[config.mk]
export PLATFORM = sky130hd
export DESIGN_NAME = sequence_generator_moore
export DESIGN_NICKNAME = d
export VERILOG_FILES = /design/src/rtl/sequence_generator_moore.sv
export SDC_FILE = /design/constraint.sdc
export NUM_CORES = 1
export LEC_CHECK = 0
export ABC_AREA = 1
export ABC_CLOCK_PERIOD_IN_PS = 2000
export BUFFER_PORTS_ARGS = -buffer_cell sky130_fd_sc_hd__clkbuf_2
export CORE_UTILIZATION = 40
export DETAILED_ROUTE_END_ITERATION = 10
export PLACE_DENSITY = 0.68
export SYNTH_ARGS = -nofsm -noshare
export SYNTH_HDL_FRONTEND = slang
export SYNTH_SLANG_ARGS = --single-unit
[constraint.sdc]
create_clock -name clock -period 2 [get_ports clock]
set_clock_uncertainty 0.1 [all_clocks]
set_input_delay 0.4 -clock clock [delete_from_list [all_inputs] [get_ports clock]]
set_output_delay 0.4 -clock clock [all_outputs]
set_load 0.1 [all_outputs]
[src/rtl/sequence_generator_moore.sv]
// -----------------------------------------------------------------------------
// sequence_generator_moore
//
// Serial pattern transmitter, the transmit end of the 1-bit serial link that
// feeds the Moore sequence detector. A DATA_W-bit pattern is captured on a
// start request in IDLE. It is sent MSB-first, one bit per clock, repeat_count
// times, with gap_cycles idle cycles between consecutive repetitions.
//
// All outputs are registered and depend only on FSM state. They never follow
// the inputs combinationally.
//
// Ports:
//   clock        - system clock, rising edge
//   reset_n      - asynchronous active-low reset
//   start        - transmit request, only sampled in IDLE
//   pattern_in   - pattern to send, MSB first
//   repeat_count - number of repetitions (0 = finish without sending)
//   gap_cycles   - idle cycles inserted between repetitions
//   sequence_out - serial bit stream (to detector sequence_in)
//   bit_valid    - sequence_out carries a pattern bit
//   busy         - high while shifting or in an inter-repetition gap
//   done         - single-cycle completion pulse
// -----------------------------------------------------------------------------
module sequence_generator_moore #(
  parameter int   DATA_W     = 4,
  parameter int   CNT_W      = 8,
  parameter int   GAP_W      = 4,
  parameter logic IDLE_LEVEL = 1'b0
) (
  input  logic              clock,
  input  logic              reset_n,
  input  logic              start,
  input  logic [DATA_W-1:0] pattern_in,
  input  logic [CNT_W-1:0]  repeat_count,
  input  logic [GAP_W-1:0]  gap_cycles,
  output logic              sequence_out,
  output logic              bit_valid,
  output logic              busy,
  output logic              done
);

  localparam int BC_W = $clog2(DATA_W);
  localparam logic [BC_W-1:0] BC_LAST = BC_W'(DATA_W - 1);

  typedef enum logic [1:0] {
    IDLE  = 2'd0,
    SHIFT = 2'd1,
    GAP   = 2'd2,
    DONE  = 2'd3
  } state_t;

  state_t              state, state_n;
  logic [DATA_W-1:0]   shreg, shreg_n;
  logic [DATA_W-1:0]   pat_hold, pat_hold_n;
  logic [CNT_W-1:0]    reps_left, reps_left_n;
  logic [GAP_W-1:0]    gap_hold, gap_hold_n;
  logic [GAP_W-1:0]    gap_cnt, gap_cnt_n;
  logic [BC_W-1:0]     bit_cnt, bit_cnt_n;

  // Next-state and datapath update.
  always_comb begin
    state_n     = state;
    shreg_n     = shreg;
    pat_hold_n  = pat_hold;
    reps_left_n = reps_left;
    gap_hold_n  = gap_hold;
    gap_cnt_n   = gap_cnt;
    bit_cnt_n   = bit_cnt;

    case (state)
      IDLE: begin
        if (start) begin
          shreg_n     = pattern_in;
          pat_hold_n  = pattern_in;
          reps_left_n = repeat_count;
          gap_hold_n  = gap_cycles;
          bit_cnt_n   = BC_LAST;
          state_n     = (repeat_count != '0) ? SHIFT : DONE;
        end
      end

      SHIFT: begin
        if (bit_cnt != '0) begin
          shreg_n   = {shreg[DATA_W-2:0], 1'b0};
          bit_cnt_n = bit_cnt - BC_W'(1);
        end else begin
          // Last bit of this repetition is on the line now.
          reps_left_n = reps_left - CNT_W'(1);
          if (reps_left == CNT_W'(1)) begin
            state_n = DONE;
          end else if (gap_hold == '0) begin
            // Back-to-back: reload without a bubble cycle.
            shreg_n   = pat_hold;
            bit_cnt_n = BC_LAST;
          end else begin
            gap_cnt_n = gap_hold - GAP_W'(1);
            state_n   = GAP;
          end
        end
      end

      GAP: begin
        if (gap_cnt == '0) begin
          shreg_n   = pat_hold;
          bit_cnt_n = BC_LAST;
          state_n   = SHIFT;
        end else begin
          gap_cnt_n = gap_cnt - GAP_W'(1);
        end
      end

      DONE: begin
        state_n = IDLE;
      end

      default: begin
        state_n = IDLE;
      end
    endcase
  end

  // State registers. The outputs are registered decodes of the next state,
  // so each output is a pure function of the state held in the flops.
  always_ff @(posedge clock or negedge reset_n) begin
    if (!reset_n) begin
      state        <= IDLE;
      shreg        <= '0;
      pat_hold     <= '0;
      reps_left    <= '0;
      gap_hold     <= '0;
      gap_cnt      <= '0;
      bit_cnt      <= '0;
      sequence_out <= IDLE_LEVEL;
      bit_valid    <= 1'b0;
      busy         <= 1'b0;
      done         <= 1'b0;
    end else begin
      state     <= state_n;
      shreg     <= shreg_n;
      pat_hold  <= pat_hold_n;
      reps_left <= reps_left_n;
      gap_hold  <= gap_hold_n;
      gap_cnt   <= gap_cnt_n;
      bit_cnt   <= bit_cnt_n;

      case (state_n)
        SHIFT: begin
          sequence_out <= shreg_n[DATA_W-1];
          bit_valid    <= 1'b1;
          busy         <= 1'b1;
          done         <= 1'b0;
        end
        GAP: begin
          sequence_out <= IDLE_LEVEL;
          bit_valid    <= 1'b0;
          busy         <= 1'b1;
          done         <= 1'b0;
        end
        DONE: begin
          sequence_out <= IDLE_LEVEL;
          bit_valid    <= 1'b0;
          busy         <= 1'b0;
          done         <= 1'b1;
        end
        default: begin
          sequence_out <= IDLE_LEVEL;
          bit_valid    <= 1'b0;
          busy         <= 1'b0;
          done         <= 1'b0;
        end
      endcase
    end
  end

endmodule
======== Word level (Yosys, flattened, before mapping) ========
Index checks and enable logic that the tools add are counted.
W data, S select, Z words.
word-level totals
  register bits ........................... 32
  input port bits ......................... 19
  output and inout bits ................... 4
  logic and storage cells ................. 75
operators by class
  add/subtract/negate cells ............... 4
  eq/ne operators ......................... 15
  multiplexer cells ....................... 31
  reduce and logical (&&, ||, !) cells .... 13
operators with widths
  operator               count
  $mux W4                9
  $mux W2                11
  $mux W8                2
  $pmux W8 S2            1
  $ne A2 B2 Y1 const B   6
  $pmux W4 S3            1
  $reduce_and A5 Y1      2
  $eq A2 B2 Y1 const B   4
  $eq A8 B1 Y1 const B   1
  $logic_not A4 Y1       2
  $pmux W2 S4            1
  $pmux W4 S2            1
  $reduce_bool A8 Y1     1
  $sub A4 B1 Y4 const B  2
  $sub A8 B1 Y8 const B  1
  $ne A3 B3 Y1 const B   2
  $pmux W2 S3            1
  $reduce_bool A2 Y1     3
  $eq A2 B1 Y1 const B   2
  $mux W1                4
  $reduce_and A3 Y1      1
  $reduce_bool A3 Y1     1
  $logic_not A2 Y1       1
  $reduce_and A2 Y1      1
  other kinds (2)        2

======== Depth between registers and ports, before layout ========
Gate-level depths: netlist of run 1.
  word-level depth ........................ 8
  gate-level depth with buffers ........... 11
  depth with buffers taken out ............ 11

======== Least setup slack after synthesis of run 1 ========
Ideal clock, no wire load.
  path type ............................... register to register
  start ................................... register reps_left[1]
  end ..................................... register busy
  library setup time ...................... 0.113 ns
  data arrival time ....................... 1.418 ns
  data required time ...................... 1.787 ns
  path slack .............................. 0.370 ns
  stages on the path, launching flop included .. 11
  buffers on the path ..................... 0
  period minus slack after synthesis ...... 1.630 ns
  path through ............................ dfrtp_1 -> inv_1 -> ha_1 -> nand2_1 -> nor2_1 -> nand2_1 -> nand2_1 -> nand2_2 -> and3_1 -> ha_1 -> inv_1
on the way
  longest elaborated chain between the ends .. 7
  elaborated cells on any way between the ends .. 8
  those cells by class .................... eq/ne (3); mux (4); reduce/logical (1)
ends and longest elaborated chain
  what                                                 RTL line  source
  start, declared                                      55        logic [CNT_W-1:0] reps_left, reps_left_n;
  start signal, assigned                               141       reps_left <= reps_left_n;
  $eq A8 B1 Y1 *                                       89        if (reps_left == CNT_W'(1)) begin
  $mux W2 *                                            89
  $mux W2 *                                            83        if (bit_cnt != '0) begin
  $pmux W2 S4 *                                        70        case (state)
  $eq A2 B2 Y1 / $eq A2 B1 Y1 (equally long branches)  146       case (state_n)
  $reduce_or A2 Y1 (no line) *                         n/a
  $mux W1 *                                            146
  end signal, assigned                                 150       busy <= 1'b1;
  end signal, assigned                                 156       busy <= 1'b1;
  end signal, assigned                                 162       busy <= 1'b0;
  end, declared                                        38        output logic busy,
Mark *: on every way between the ends. The rest lies on a longest branch, timed or not.
A chain may end at the register's enable or synchronous reset.

======== Worst setup path in the final report of run 1 ========
  start ................................... register reps_left[1]
  end ..................................... register sequence_out
on the way
  longest elaborated chain between the ends .. 6
  elaborated cells on any way between the ends .. 9
  those cells by class .................... eq/ne (2); mux (7)
ends and longest elaborated chain
  what                  RTL line  source
  $eq A8 B1 Y1          89
  $mux W2               89
  $mux W2               83
  $pmux W2 S4           70
  net state_n[0]        52        state_t state, state_n;
  $eq A2 B1 Y1          146
  $mux W1               146
  end signal, assigned  148       sequence_out <= shreg_n[DATA_W-1];
  end, declared         36        output logic sequence_out,
The timed path passes the listed nets, and every way through them passes these cells. The select of a mux whose other input is x is not followed.

==> results.cfg, run 1 <==
[run_status]
outcome = complete, no violations

[die]
die_w_um = 68.1
coreArea_sq_mm = 0.00409
initial_core_util_pct = 42.7
ios = 23
placementRows = 23
die_h_um = 68.1
dieArea_sq_mm = 0.00463

[clock_tree]
cts-root-buf = clkbuf_8
cts_sinks = 32
clk_pin_slew_ns = 0.07
clk_latency_ns = 0.29
clockBufferDepth = 2
cts_tree = yes
numCtsBuffers = 5
h-tree-depth = 2

[yosys]
synth_cell_type_count = 28
synth.yosys.seq_area_share_pct = 45.8
syn_area_sq_mm = 0.00175
yosys.area.top_type = dfrtp_1
synth_top_area_share_pct = 45.8
yosysMostFrequentCell = nand2_1
synth_fp_nets = 248
synth_edf_count = 0
ys_ff_latch = 32
syn_area_per_cell_sq_um = 7.83
yosysWarnings = 0
synthTopCellsByArea = dfrtp_1 46%, nand2_1 13%, inv_1 5.8%, o21ai_0 4.6%, ha_1 4.3%
synth_flop_cell = dfrtp_1
synthTopCellsByCount = 59 x nand2_1, 32 x dfrtp_1, 27 x inv_1, 17 x nor2_1, 16 x o21ai_0
synthArstFlopShare_pct = 100
syn_inst = 223

[worst_setup_path]
cp_max_fo = 4
r2r-start = reps_left[1]
crit_chain = inv_2, ha_1, nand2_1, nor2_1, nand2_1, nand3_1, o21ai_0, a21oi_2, ha_1, inv_1, a21oi_1
setup.worst_path.start_class = flip-flop
path_class = reg2reg
r2r_cells = 11
arrival_ns = 1.87
endpoint_kind = flip-flop
crit_required_ns = 2.11
slowest_delay_ns = 0.37
regToRegSetupSlack_ns = 0.24
slowest_stage = dfrtp_1
r2r-end = sequence_out

[placed_design]
gp_congestion = 0.900
pre_cts_ws_ns = 0.131
dp_hpwl_um = 2680
dp_cells = 293
io_buffers = 22

[power_and_ir_drop]
ir_drop_mv = 0.647
power_density_mw_per_mm2 = 1720
leakage_nw = 1.05

[cells_and_area]
final_cells = 305
fillers = 412
diodes = 0
layout.nets = 279
syn_to_final_growth_pct = 16.6
drive_gt1_share_pct = 20.8

[routing]
wire_per_inst_um = 11.3
antenna_left = 0
via_per_inst = 4.85
wl_um = 3440
drtPass1Iterations = 5
drc = 0
vias = 1479
first_iter_violations = 72

[global_routing]
grt_pass1_wl_um = 5950
grt_max_degree = 18
grtUsageTotal_pct = 17.9
overflow = 0
grt_pass1_vias = 1408
antenna_found_initial = 0

[timing]
finalHoldViolCount = 0
max_slew_margin_pct = 64.2
post-route-min-period_ns = 1.76
worst_pin_slew_ns = 0.539
setup_viol = 0
finalCritPeriodShare_pct = 88.0
timing.final.ws_setup_ns = 0.240
drv_slew = 0
fin_tns_setup_ns = 0
fmax_mhz = 568

[job]
maxCapViolations = 0

[min_path]
min_from = gap_cycles[1]
worstHoldEndpoint = gap_hold[1]
worstHoldPathCells = 3
hp-class = in2reg
[metal layers]
layer | GRT usage, % | part of all wire (%) | vias to the layer above
li1 | - | - | 773
met1 | 22.4 | 48 | 666
met2 | 28.1 | 45 | 34
met3 | 6.00 | 4.3 | 6
met4 | 7.81 | 1.9 | 0
met5 | 0 | 0 | -
[registers in the layout, summed over array words and instances (netlist names)]
name and count:
shreg 4, bit_cnt 2, bit_valid 1, gap_cnt 4, busy 1, sequence_out 1
pat_hold 4, gap_hold 4, done 1, state 2, reps_left 8
[report_power, final]
part	internal, W	total, W	switching [W]
registers	0.000962	0.00114	0.000181
logic	0.000615	0.00185	0.00124
clock network	0.000274	0.000515	0.000241
total	0.00185	0.00351	0.00166
[final cells by class]
type                            instances  area (sq um)  area share (%)
Clock buffer                            6          82.6            4.05
Timing Repair Buffer                   28           170            8.35
Tap cell                               50          62.6            3.07
Inverter                               33           124            6.08
Multi-Input combinational cell        154           787            38.6
Sequential cell                        32           801            39.3
Clock inverter                          2          10.0           0.491
[worst max-delay path: cells and delay by family (launching register included)]
kind                     cells  cell delay, ns
AND/OR/NAND/NOR              4            0.33
buffers and inverters        2            0.12
flip-flops                   1            0.37
adder cells (fa/ha/maj)      2            0.34
AO/OA/AOI/OAI                3            0.42
[kinds of logic (layout without fill, tap and decap cells)]
family / Yosys count / after routing / share of synthesized area [%]
flops: 32 / 32 / 45.8
simple gates: 106 / 106 / 27.2
xor+xnor: 3 / 3 / 1.50
compound gates: 39 / 39 / 11.8
buf+inv: 37 / 69 / 9.31
fa+ha+maj: 6 / 6 / 4.30
[worst max path at each step]
stage,from,to,slack [ns],depth (start not counted)
after floorplan,reps_left[1],busy,0.37,10
after global placement,reps_left[1],sequence_out,0.13,11
after detailed placement,reps_left[1],sequence_out,0.13,11
after CTS,reps_left[1],sequence_out,0.09,11
after global routing,reps_left[1],sequence_out,-0.005,11
final,reps_left[1],sequence_out,0.24,11
[placed cells by master (no fill, tap or decap)]
master / instances
a21oi_1: 12
a21oi_2: 1
and2_0: 1
and3_1: 1
buf_12: 1
buf_4: 4
clkbuf_2: 22
clkbuf_8: 6
clkinv_2: 2
dfrtp_1: 32
dlygate4sd3_1: 1
ha_1: 6
inv_1: 26
inv_2: 7
nand2_1: 59
nand2_2: 5
nand3_1: 12
nand3b_4: 1
nand4_1: 3
nor2_1: 17
nor2_2: 1
nor2_4: 1
nor3_1: 1
nor4_1: 2
o211ai_1: 2
o21ai_0: 16
o21ai_1: 5
o21ai_2: 1
o22ai_1: 2
or2_0: 1
or2_2: 1
xnor2_1: 1
xor2_1: 2
[repair_timing]
item                                    CTS  global route
endpoints found under the setup margin    0             2
buffers inserted                          0             3
resized for setup                         0             2
endpoints found under the hold margin    15             0
hold buffers                              1             0
[through the flow]
| stage | hold slack [ns] | power [W] | instance area [sq um] | utilization, % |
|---|---|---|---|---|
| floorplan | 0.00441 | 0.00265 | 1750 | - |
| global placement | 0.258 | 0.00292 | 1910 | 46.7 |
| detailed placement | 0.260 | 0.00295 | 1910 | 46.7 |
| CTS | 0.214 | 0.00348 | 2010 | 49.2 |
| global route | 0.228 | 0.00389 | 2040 | 49.8 |
| finish | 0.219 | 0.00351 | 2040 | 49.8 |
(Power assumes the default switching activity.)
==> inputs of run 2 (changes only) <==
--- a/config.mk
+++ b/config.mk
@@ -6,11 +6,11 @@
 export NUM_CORES = 1
 export LEC_CHECK = 0
 export ABC_AREA = 1
-export ABC_CLOCK_PERIOD_IN_PS = 2000
+export ABC_CLOCK_PERIOD_IN_PS = 1600
 export BUFFER_PORTS_ARGS = -buffer_cell sky130_fd_sc_hd__clkbuf_2
 export CORE_UTILIZATION = 40
 export DETAILED_ROUTE_END_ITERATION = 10
-export PLACE_DENSITY = 0.68
+export PLACE_DENSITY = 0.7
 export SYNTH_ARGS = -nofsm -noshare
 export SYNTH_HDL_FRONTEND = slang
 export SYNTH_SLANG_ARGS = --single-unit
==> constraint.sdc (replaced) <==
create_clock -name clock -period 1.6 [get_ports clock]
set_clock_uncertainty 0.1 [all_clocks]
set_input_delay 0.32 -clock clock [delete_from_list [all_inputs] [get_ports clock]]
set_output_delay 0.32 -clock clock [all_outputs]
set_load 0.1 [all_outputs]
==> run 2 against run 1 <==
Compared with the run above:
- the flow now finishes with violations (setup timing)
- first-iteration DRC count is 31% lower
- largest cell class is now multi-input gates
- flip-flop and latch count stayed put
- global-route usage is 1.7 points higher
- maximum frequency is 7.0% higher
- register-to-register slack worse by 0.28 ns
- core utilization is 11 points higher
==> results.cfg, run 2 (synthesis gave the netlist of run 1 again) <==
[power_and_ir_drop]
power_density_mw_per_mm2 = 2230
ir_drop_mv = 1.72
leakage_nw = 1.24
finalPower_w = 0.00553

[die]
ios = 23
initial_core_util_pct = 42.7
die_w_um = 68.1
die_h_um = 68.1
dieArea_sq_mm = 0.00463
coreArea_sq_mm = 0.00409
placementRows = 23

[global_routing]
grt_pass1_vias = 1518
grt_pass1_wl_um = 6590
grtUsageTotal_pct = 19.6
overflow = 0
antenna_found_initial = 0
grt_max_degree = 19

[cells_and_area]
final_cell_mix = 53 x nand2_1, 34 x buf_4, 32 x dfrtp_1
diodes = 0
fin_util_pct = 60.6
fillers = 360
layout_commonest_cell = nand2_1
largest-register = reps_left
drive_gt1_share_pct = 39.9
syn_to_final_growth_pct = 41.7
largest_reg_flops = 8
layout.nets = 312

[worst_setup_path]
cp_max_fo = 3
crit_required_ns = 1.67
setup.worst_path.start_class = flip-flop
arrival_ns = 1.72
endpoint_kind = flip-flop
path_class = reg2reg

[timing]
max_slew_margin_pct = 64.2
post-route-min-period_ns = 1.64
fmax_mhz = 608
worst_pin_slew_ns = 0.540
drv_slew = 0
fin_tns_setup_ns = -0.0890
timing.final.ws_setup_ns = -0.0450
finalHoldViolCount = 0
setup_viol = 3
finalCritPeriodShare_pct = 103
rsz0062_at_grt = yes

[routing]
vias = 1640
drtPass1Iterations = 4
drc = 0
wl_um = 4160
wire_per_inst_um = 12.3
via_per_inst = 4.85
antenna_left = 0
first_iter_violations = 50

[clock_tree]
h-tree-depth = 2
cts_sinks = 32
clk_pin_slew_ns = 0.07
clockBufferDepth = 2
cts_tree = yes
clk_latency_ns = 0.28
cts-root-buf = clkbuf_8
numCtsBuffers = 5

[run_status]
outcome = finished, violations left
violations = setup timing

[placed_design]
gp_congestion = 0.888
dp_hpwl_um = 2980
io_buffers = 22
pre_cts_ws_ns = -0.0830

[min_path]
hp-class = in2reg

[job]
maxCapViolations = 0
[run 2: cell types whose count changed in the layout (fill, tap and decap cells not counted), sizes merged]
cell	delta
buf	+34
clkbuf	-2
bufinv	+1
clkinv	-1
clkinvlp	+1
[run 2: per-layer routing]
layer / global-route usage, % / share of wire [%] / vias to the layer above / routed length [um]
met4: 7.03 / 1.2 / 0 / 51
met2: 31.5 / 50 / 32 / 2070
li1: - / - / 833 / -
met1: 25.7 / 45 / 769 / 1860
met5: 0 / 0 / - / 0
met3: 4.67 / 4.3 / 6 / 178
[run 2: path summary, 6_finish.rpt]
check	from	endpoint	slack (ns)	depth (start not counted)
setup / recovery	reps_left[0]	done	-0.04	9
hold / removal	gap_cycles[2]	gap_hold[2]	0.15	3
setup reg to reg	reps_left[0]	done	-0.04	9
hold reg to reg	pat_hold[0]	shreg[0]	0.38	2
max in group asynchronous	reset_n	bit_cnt[0]	0.57	3
min in group asynchronous	reset_n	bit_valid	0.40	2
[run 2: area by class of cell]
type | count | area [sq um] | area share [%]
multi-input cells | 154 | 932 | 37.7
flip-flops and latches | 32 | 801 | 32.4
repair buffers | 61 | 444 | 17.9
inverters | 33 | 124 | 5.01
clock buffers | 5 | 68.8 | 2.78
well taps | 50 | 62.6 | 2.53
clock inverters | 3 | 42.5 | 1.72
[run 2: worst max-delay path, stage by stage (launching register included)]
cell	delay, ns
dfrtp_1	0.42
ha_4	0.18
nand2_2	0.06
nor2_2	0.03
nand2_2	0.10
nand3_2	0.09
o21ai_2	0.16
a21oi_2	0.10
buf_4	0.15
ha_4	0.15
[run 2: timing repair]
item                                    CTS  global route
gates cloned                              0             0
endpoints found under the hold margin    14             0
setup buffers                             5             4
resized for setup                        21            24
endpoints found under the setup margin   10            22
pin swaps                                 6            21
hold buffers                              1             0
[run 2: report_power, final]
group,internal [W],leakage [nW],total (W),switching (W)
Clock,0.000460,0.0541,0.000756,0.000296
Combinational,0.00139,0.795,0.00336,0.00197
Sequential,0.00120,0.389,0.00141,0.000206
Total,0.00306,1.24,0.00553,0.00247
[run 2: per-stage QoR]
step	area (sq um)	hold WS, ns	instances
final	2470	0.148	338
after global routing	2470	0.167	338
after CTS	2380	0.144	336
after detailed placement	2150	0.168	322
after global placement	2150	0.173	322
after floorplan	1750	-0.0756	223
==> inputs of run 3 (changes only) <==
--- a/config.mk
+++ b/config.mk
@@ -6,11 +6,13 @@
 export NUM_CORES = 1
 export LEC_CHECK = 0
 export ABC_AREA = 1
-export ABC_CLOCK_PERIOD_IN_PS = 1600
+export ABC_CLOCK_PERIOD_IN_PS = 1450
 export BUFFER_PORTS_ARGS = -buffer_cell sky130_fd_sc_hd__clkbuf_2
-export CORE_UTILIZATION = 40
+export CELL_PAD_IN_SITES_DETAIL_PLACEMENT = 1
+export CELL_PAD_IN_SITES_GLOBAL_PLACEMENT = 1
+export CORE_UTILIZATION = 38
 export DETAILED_ROUTE_END_ITERATION = 10
-export PLACE_DENSITY = 0.7
+export PLACE_DENSITY = 0.84
 export SYNTH_ARGS = -nofsm -noshare
 export SYNTH_HDL_FRONTEND = slang
 export SYNTH_SLANG_ARGS = --single-unit
==> constraint.sdc (replaced) <==
create_clock -name clock -period 1.45 [get_ports clock]
set_clock_uncertainty 0.1 [all_clocks]
set_input_delay 0.29 -clock clock [delete_from_list [all_inputs] [get_ports clock]]
set_output_delay 0.29 -clock clock [all_outputs]
set_load 0.1 [all_outputs]
==> run 3 against run 2 <==
Compared with the run above:
- the run still ends with setup timing left
- largest power group unchanged
- cell count is 5.6% higher
- power increased by 41%
- sequential power is 18% higher
- combinational power rose by 54%
- largest cell class unchanged
==> results.cfg, run 3 (synthesis gave the netlist of run 1 again) <==
[run_status]
outcome = finished, violations left
violations = setup timing

[min_path]
hp-class = in2reg
min_from = gap_cycles[2]
worstHoldEndpoint = gap_hold[2]
worstHoldPathCells = 3

[routing]
antenna_left = 0
via_per_inst = 5.27
drc = 0
vias = 1882
drtPass1Iterations = 4
wl_um = 6960
first_iter_violations = 53
wire_per_inst_um = 19.5

[die]
initial_core_util_pct = 39.8
ios = 23
dieArea_sq_mm = 0.00487
die_w_um = 69.8
placementRows = 24
die_h_um = 69.8
coreArea_sq_mm = 0.00438

[global_routing]
grt_max_degree = 33
grt_pass1_wl_um = 10200
grtUsageTotal_pct = 27.6
grt_pass1_vias = 2091
grt_busiest_layer = met2
antenna_found_initial = 0
grt_use_met2_pct = 51.6
overflow = 0
use_met3_pct = 5.96
grt_use_met1_pct = 29.7

[placed_design]
io_buffers = 22
dp_hpwl_um = 3930
gp_congestion = 0.817
placed_area_sq_mm = 0.00229
pre_cts_ws_ns = -0.375

[worst_setup_path]
setup.worst_path.start_class = flip-flop
arrival_ns = 1.84
path_class = reg2reg
slowest_delay_ns = 0.39
cp_max_fo = 3
r2r-start = gap_hold[3]
crit_required_ns = 1.58
endpoint_kind = flip-flop
crit_chain = inv_1, nand2_2, nor2_4, inv_1, nand3_2, o21ai_2, a21oi_2, ha_4, inv_2, a21oi_2
slowest_stage = dfrtp_1
r2r_cells = 10
regToRegSetupSlack_ns = -0.26
r2r-end = sequence_out

[clock_tree]
clockBufferDepth = 2
cts-root-buf = clkbuf_8
cts_sinks = 32
h-tree-depth = 2
cts_tree = yes
clk_pin_slew_ns = 0.08
clk_latency_ns = 0.30
numCtsBuffers = 5

[timing]
worst_pin_slew_ns = 0.420
setup_viol = 28
drv_slew = 0
finalHoldViolCount = 0
fmax_mhz = 586
max_slew_margin_pct = 72.0
timing.hold.ws_ns = 0.119
timing.final.ws_setup_ns = -0.256
finalCritPeriodShare_pct = 118
post-route-min-period_ns = 1.71
rsz0062_at_grt = yes

[power_and_ir_drop]
clock_power_share_pct = 12.4
ir_drop_mv = 1.89
combPwrFrac_pct = 66.4
leakage_nw = 1.37
power.internal_w = 0.00410
p_seq_share_pct = 21.3
power_density_mw_per_mm2 = 2730
netSwitchingPower_w = 0.00369
p_sw_share_pct = 47.4

[cells_and_area]
drive_gt1_share_pct = 53.1
largest-register = reps_left
layout_commonest_cell = nand2_1
diodes = 0
layout.nets = 329
final_cell_mix = 49 x nand2_1, 46 x buf_4, 32 x dfrtp_1
finish.instance_area_sq_mm = 0.00286
largest_reg_flops = 8
syn_to_final_growth_pct = 63.5

[job]
maxCapViolations = 0
[run 3: changes by cell type in the layout (fill, tap and decap cells not counted), moves of 4 or more]
cell     before  now
nor2_4        5    9
a21oi_1      10    4
buf_4        34   46
inv_2        12   17
inv_1        21   13
a21oi_2       3    9
o21ai_0      13    9
buf_6         3    9
nand2_1      53   49
[run 3: per-layer routing]
| layer | up-vias | wire length (um) |
|---|---|---|
| met5 | - | 0 |
| met4 | 0 | 203 |
| met3 | 22 | 260 |
| met2 | 48 | 3680 |
| met1 | 938 | 2820 |
| li1 | 874 | - |
[run 3: per-stage QoR]
step	TNS, ns	std cells	util [%]	power (W)
global route	-5.63	357	65.2	0.00823
global placement	-2.84	335	52.3	0.00491
floorplan	-0.330	223	-	0.00375
detailed placement	-5.45	335	52.3	0.00516
finish	-3.73	357	65.2	0.00780
CTS	-1.81	352	60.8	0.00681
[run 3: power by group through the flow]
stage               Combinational, W  Clock (W)  Sequential (W)
global route                 0.00553    0.00101         0.00170
CTS                          0.00426   0.000956         0.00160
detailed placement           0.00356          0         0.00160
global placement             0.00334          0         0.00157
floorplan                    0.00187          0         0.00188
finish                       0.00517   0.000964         0.00166
[run 3: critical path, delay by kind of cell (launching register included)]
| kind | cells | cell delay, ns |
|---|---|---|
| AO/OA/AOI/OAI | 3 | 0.39 |
| adder cells (fa/ha/maj) | 1 | 0.17 |
| buffers and inverters | 3 | 0.24 |
| flip-flops | 1 | 0.39 |
| AND/OR/NAND/NOR | 3 | 0.36 |
[run 3: area by class of cell]
class | count | area (sq um)
clock buffer | 7 | 96.3
clock inverter | 1 | 30.0
fill | 495 | 1530
inverter | 33 | 131
multi-input combinational | 154 | 1110
sequential | 32 | 801
tap | 52 | 65.1
timing repair buffer | 78 | 627
[run 3: worst max path at each step]
stage | from | endpoint | slack [ns] | depth (start not counted)
3_5_place_dp | reps_left[1] | sequence_out | -0.37 | 11
6_report | gap_hold[3] | sequence_out | -0.26 | 10
4_1_cts | reps_left[1] | sequence_out | -0.21 | 11
2_1_floorplan | reps_left[1] | busy | -0.12 | 10
3_3_place_gp | reps_left[1] | sequence_out | -0.18 | 11
5_1_grt | reps_left[0] | bit_cnt[0] | -0.33 | 11
[run 3: what timing repair did]
action	CTS	global route
hold buffers	1	0
endpoints found under the setup margin	24	32
pin swaps	14	11
gates resized for setup	49	47
buffers inserted	8	6
endpoints found under the hold margin	32	0
